===== src/rtl/bit_deser8_pkg.sv =====
// Shared types and defaults for the bit deserialiser.
// deser_state_t       : collection state (COLLECT gathers bits, HOLD presents word)
// DESER_WIDTH_DEFAULT : default number of bit positions per word
package deser_pkg;

  typedef enum logic {COLLECT, HOLD} deser_state_t;

  localparam int DESER_WIDTH_DEFAULT = 8;

endpackage


===== src/rtl/bit_deser8_if.sv =====
// Beat input and word output handshake bundle for bit_deser8.
// in_valid/in_bit/in_sel/in_ready : one (bit, position) beat per accepted cycle
// out_data/out_valid/out_ready    : assembled word, valid/ready handshake
// slave  : deserialiser view; master : producer/consumer view
interface bit_deser8_if
  import deser_pkg::*;
#(
  parameter int WIDTH = DESER_WIDTH_DEFAULT
) ();

  localparam int SEL_W = $clog2(WIDTH);

  logic             in_valid;
  logic             in_bit;
  logic [SEL_W-1:0] in_sel;
  logic             in_ready;
  logic [WIDTH-1:0] out_data;
  logic             out_valid;
  logic             out_ready;

  modport slave (
    input  in_valid, in_bit, in_sel, out_ready,
    output in_ready, out_data, out_valid
  );

  modport master (
    output in_valid, in_bit, in_sel, out_ready,
    input  in_ready, out_data, out_valid
  );

endinterface


===== src/rtl/bit_deser8.sv =====
// Sequential inverse of the 8:1 bit selector: each accepted beat writes
// in_bit into out_data[in_sel]; once every position has been written the word
// is held on out_data with out_valid until the consumer takes it.
// clk      : rising-edge clock
// rst      : synchronous active-high reset
// bus      : beat input / word output handshake (slave modport)
// clr      : abort a partially collected word (ignored while a word is held)
// bit_mask : positions written so far in the current word
// err_dup  : one-cycle pulse after a position was written twice in one word
module bit_deser8
  import deser_pkg::*;
#(
  parameter int WIDTH = DESER_WIDTH_DEFAULT
) (
  input  logic               clk,
  input  logic               rst,
  bit_deser8_if.slave        bus,
  input  logic               clr,
  output logic [WIDTH-1:0]   bit_mask,
  output logic               err_dup
);

  deser_state_t     state;
  logic [WIDTH-1:0] data_q;
  logic [WIDTH-1:0] mask_q;
  logic             err_q;

  logic             accept;
  logic [WIDTH-1:0] mask_set;
  logic             complete;

  always_comb begin
    bus.in_ready  = (state == COLLECT);
    bus.out_valid = (state == HOLD);
    bus.out_data  = data_q;
    bit_mask      = mask_q;
    err_dup       = err_q;
    accept        = bus.in_valid && (state == COLLECT) && !clr;
    mask_set      = mask_q | (WIDTH'(1) << bus.in_sel);
    // A duplicate leaves the mask unchanged, so it can never complete a word.
    complete      = accept && (mask_set == '1);
  end

  always_ff @(posedge clk) begin
    if (rst) begin
      state  <= COLLECT;
      data_q <= '0;
      mask_q <= '0;
      err_q  <= 1'b0;
    end else begin
      err_q <= 1'b0;
      case (state)
        COLLECT: begin
          if (clr) begin
            mask_q <= '0;
          end else if (accept) begin
            data_q[bus.in_sel] <= bus.in_bit;
            mask_q             <= mask_set;
            err_q              <= mask_q[bus.in_sel];
            if (complete) begin
              state <= HOLD;
            end
          end
        end
        HOLD: begin
          // data_q is left as is; the next word overwrites it bit by bit.
          if (bus.out_ready) begin
            state  <= COLLECT;
            mask_q <= '0;
          end
        end
        default: state <= COLLECT;
      endcase
    end
  end

endmodule


===== src/flat_wrapper.sv =====
// flat-port wrapper written by rule: the top's interface ports become plain ports
module bit_deser8_flat import deser_pkg::*;
#(
  parameter int WIDTH = DESER_WIDTH_DEFAULT
)
  (clk, rst, clr, bit_mask, err_dup, bus_in_valid, bus_in_bit, bus_in_sel, bus_out_ready, bus_in_ready, bus_out_data, bus_out_valid);
  bit_deser8_if #(.WIDTH(WIDTH)) bus_i ();
  input  logic clk;
  input  logic rst;
  input  logic clr;
  output logic [WIDTH-1:0] bit_mask;
  output logic err_dup;
  input wire logic [$bits(bus_i.in_valid)-1:0] bus_in_valid;
  input wire logic [$bits(bus_i.in_bit)-1:0] bus_in_bit;
  input wire logic [$bits(bus_i.in_sel)-1:0] bus_in_sel;
  input wire logic [$bits(bus_i.out_ready)-1:0] bus_out_ready;
  output wire logic [$bits(bus_i.in_ready)-1:0] bus_in_ready;
  output wire logic [$bits(bus_i.out_data)-1:0] bus_out_data;
  output wire logic [$bits(bus_i.out_valid)-1:0] bus_out_valid;
  assign bus_i.in_valid = bus_in_valid;
  assign bus_i.in_bit = bus_in_bit;
  assign bus_i.in_sel = bus_in_sel;
  assign bus_i.out_ready = bus_out_ready;
  assign bus_in_ready = bus_i.in_ready;
  assign bus_out_data = bus_i.out_data;
  assign bus_out_valid = bus_i.out_valid;
  bit_deser8 #(.WIDTH(WIDTH)) u_core (.clk(clk), .rst(rst), .bus(bus_i), .clr(clr), .bit_mask(bit_mask), .err_dup(err_dup));
endmodule

===== config.mk =====
export PLATFORM = sky130hd
export DESIGN_NAME = bit_deser8_flat
export DESIGN_NICKNAME = d
export VERILOG_FILES = /design/src/rtl/bit_deser8_pkg.sv /design/src/rtl/bit_deser8_if.sv /design/src/rtl/bit_deser8.sv /design/src/flat_wrapper.sv
export SDC_FILE = /design/constraint.sdc
export NUM_CORES = 1
export LEC_CHECK = 0
export ABC_AREA = 0
export CAP_MARGIN = 0
export CORE_UTILIZATION = 44
export DETAILED_ROUTE_END_ITERATION = 10
export PLACE_DENSITY = 0.82
export SETUP_SLACK_MARGIN = 0.05
export SLEW_MARGIN = 10
export SYNTH_ARGS = -nofsm -noshare
export SYNTH_HDL_FRONTEND = slang
export SYNTH_SLANG_ARGS = --single-unit

===== constraint.sdc =====
create_clock -name clk -period 1.9 [get_ports clk]
set_clock_uncertainty 0.2 [all_clocks]
set_input_delay 0.19 -clock clk [delete_from_list [all_inputs] [get_ports clk]]
set_output_delay 0.19 -clock clk [all_outputs]
set_load 0.02 [all_outputs]

==> results.txt <==
----------------------------------------------------
[Outcome]
  Run status ... finished clean

[Placement]
  Placed cell count ... approximately 160
  Estimated wirelength of the detail-placed design ... approximately 1800 um
  Buffers on Ports ... 27
  Post-placement cell area ... ~1300 um^2
  Placer's final routability congestion estimate ... about 0.89

[Cells and area]
  Final instance count without filler cells ... between 150 and 200
  Layout cell share with drive strength beyond 1 ... a little over a fifth
  Nets ... around 150
  Area of all placed cells without fillers ... 1325 um^2
  Layout area overhead ... 50.43%
  Count of filler cells inserted in the layout ... around 150
  Diode insertion count for antenna repair ... 0
  Fraction of the core area covered by cells at the end of the flow ... 73.54%

[CTS]
  Clock-pin slew on the worst setup and hold paths ... roughly 0.11 ns
  Clock latency of the later-clocked register in the worst-skew pair ... 0.29 ns
  CTS root buf ... clkbuf_4
  Sink Count ... 18
  Clock tree from TritonCTS ... built
  H-tree levels ... 1
  Hold-fix buffer count after cts ... 0
  Buffers inserted by post-CTS timing repair ... 0
  Number of CTS-inserted buffers ... 3
  Maximum clock path buffer count ... 2

[Floorplanning]
  Die Outline Area ... approximately 2200 um^2
  Core footprint ... between 1500 and 2000 um^2
  Initial Utilization ... 48.89%
  I/O pin count ... 28
  Std cell rows ... 15
  Overall die height ... around 47 um
  Horizontal extent of the die ... around 47 um

[Pwr]
  Leakage ... between 0.4 and 0.5 nW
  Final total power ... between 0.7 and 0.8 mW
  Power density over cell area ... between 500 and 600 nW/um^2
  Maximum ir drop on the vdd rail ... about 0.00059 V

[Worst setup path]
  Critical Path Fanout Max ... 5
  Required time of the worst setup path ... approximately 1.5 ns
  Kind of end point of the critical path ... primary output
  Kind of start point of the critical path ... register
  Worst setup path class ... reg -> out
  Worst-path cell chain ... clkdlybuf4s50_1
  Combined buffer and inverter count along the critical path ... 1
  Max stage delay on crit path ... 0.64 ns
  Critical-path cell with the highest stage delay ... clkdlybuf4s50_1
  Arr. time, crit path ... 1.37 ns
  Kind of cell with the highest combined delay on the critical path ... buffers and inverters

[Global route]
  GRT Resource Usage Total ... a little under a quarter
  Overall overflow remaining after global route ... 0
  Initial antenna violation count ... 0
  Maximum number of pins on one net before global-route repair ... 11
  Wire length of the first global-routing pass ... between 3000 and 4000 um
  Number of global-route vias before repair ... around 830

[Routing]
  Iteration count of the initial detailed-routing pass ... 4
  Detail-routed via count per cell ... roughly 5.4
  Wire length per cell ... 14.40 um
  Detail Route Antenna Nets ... 0
  Total number of vias ... just over 900
  Final Routed Wirelength ... roughly 2400 um
  DRC errors left ... 0
  Number of DRC violations after detailed-routing iteration 0 ... 24

[Synthesis]
  Complex-gate fraction of the synthesized area ... about 16%
  Sequential area share after synthesis ... about two fifths
  Multiplexer fraction of the synthesized cell area ... roughly a tenth
  Warnings, synthesis ... 0
  Cell area after synthesis ... 880.8 um^2
  Main combinational cell family by area after synthesis ... simple AND/OR/NAND/NOR gates
  Synthesized area divided by synthesized cell count ... between 8 and 9 um^2
  Arithmetic-cell share of the synthesized area counting full adders, half adders and majority gates ... 0%
  Post-Synthesis Cells ... 100
  Xor and xnor fraction of the mapped netlist area ... 0%
  Number of register bits inferred by synthesis ... 18
  Share of synthesized cell area in and, or, nand and nor gates ... about 28%
  Number of library cell types mapped by synthesis ... 30
  Post-Syn Nets ... 109

[STA]
  Slew at the pin closest to its max-slew limit ... ~0.42 ns
  Hold Worst Slack ... ~0.27 ns
  Max Clk Rate ... around 0.57 GHz
  Fin. max-slew vios ... 0
  Min Clock Period, post-route ... around 1.8 ns
  Final setup vio count ... 0
  Normalized max-slew margin ... 71.25%
  Final period utilization ... between 90% and 100%
  Final Hold Fails ... 0
  Unrepaired setup endpoints after global routing ... no

[Min path]
  Worst hold path type ... reg -> reg

[Run]
  MaxCap Viol Count ... 0

----------------------------------------------------
synth_stat cells:
master | number | area (um^2)
nor3_1 | 2 | 10.01
nor4bb_1 | 1 | 10.01
clkbuf_1 | 2 | 7.510
mux2i_1 | 4 | 40.04
a21oi_1 | 12 | 60.06
a31oi_1 | 1 | 6.260
nor3_4 | 1 | 16.27
and2b_2 | 1 | 8.760
inv_1 | 2 | 7.510
a22o_1 | 1 | 8.760
nand3_1 | 6 | 30.03
o21a_1 | 3 | 22.52
nor2_1 | 6 | 22.52
nand4_1 | 1 | 6.260
a32oi_1 | 1 | 8.760
buf_4 | 3 | 22.52
nor3b_1 | 1 | 7.510
a31o_1 | 1 | 8.760
buf_2 | 2 | 10.01
nor2b_1 | 6 | 37.54
a2111oi_0 | 1 | 8.760
dfxtp_1 | 18 | 360.4
or4b_4 | 1 | 13.76
mux4_2 | 2 | 45.04
o211ai_1 | 1 | 7.510
or3_1 | 1 | 6.260
nand2_1 | 15 | 56.30
and3_1 | 1 | 6.260
nor4b_2 | 1 | 15.01
o21ai_1 | 2 | 10.01
final cells by class:
type	instances	area, um^2	area share, %
tap	25	31.28	2.361
inverter	2	7.507	0.5666
multi-input combinational	73	473.0	35.69
clock buffer	4	36.28	2.738
sequential	18	361.6	27.29
timing repair buffer	46	415.4	31.35
cell usage in the layout, fill, tap and decap left out, types with 2 or more instances in the layout:
cell             Yosys  layout
nand2_1             15      15
nor2_1               6       6
o21ai_1              2       2
inv_1                2       2
nand3_1              6       6
o21a_1               3       3
clkdlybuf4s50_1      0      26
nor2b_1              6       6
dfxtp_1             18      17
nor3_1               2       2
clkbuf_4             0       3
mux4_2               2       2
buf_4                3      19
mux2i_1              4       4
a21oi_1             12      12
worst reg2reg max path, cell delays in order, from the launching register on:
cell and delay, ns:
dfxtp_2 0.38, nor4bb_1 0.38, buf_4 0.18, and3_1 0.20, mux2i_1 0.19, nor2_1 0.06
final timing paths:
check                                              end  depth (start not counted)              startpoint  slack [ns]
worst min register to register  u_core.bus.out_data[5]                          2  u_core.bus.out_data[5]        0.27
worst min-delay path            u_core.bus.out_data[5]                          2  u_core.bus.out_data[5]        0.27
worst max-delay path                       bit_mask[0]                          1      u_core.bit_mask[0]        0.14
worst max register to register  u_core.bus.out_data[7]                          5    u_core.bus.out_valid        0.23
cells by family after synthesis:
| group | Yosys count |
|---|---|
| DFF | 18 |
| and+or+nand+nor | 44 |
| buffers and inverters | 9 |
| AOI/OAI and AO/OA | 23 |
| muxes | 6 |
stage by stage:
stage	worst slack (ns)	TNS, ns
after floorplan	0.2024	0
after global placement	-0.02882	-0.03462
after detailed placement	-0.1527	-0.3325
after CTS	0.05388	0
after global routing	0.06237	0
final	0.1438	0
layer usage:
metal  up-vias  routed length [um]  global-route usage [%]
met5         -                   0                       0
met4         0                  15                   8.000
met3         2                 128                   3.462
met2        31                1193                   41.94
met1       437                1081                   29.33
li1        442                   -                       -
flip-flops by register name, summed over array words and instances (netlist names):
name,count
u_core.bus.out_valid,1
u_core.err_dup,1
u_core.bit_mask,8
u_core.bus.out_data,8
report_power, final:
group          switching (mW)  total [mW]  leakage (nW)  internal (mW)
Sequential            0.00319       0.384         0.146          0.381
Clock                   0.121       0.238        0.0210          0.117
Combinational          0.0552       0.115         0.324         0.0603
Total                   0.179       0.737         0.491          0.558
what timing repair did:
| action | in CTS | in global routing |
|---|---|---|
| setup endpoints to repair | 0 | 3 |
| resized for setup | 0 | 2 |
| endpoints found under the hold margin | 0 | 0 |
Power figures use the tool's default switching activity.
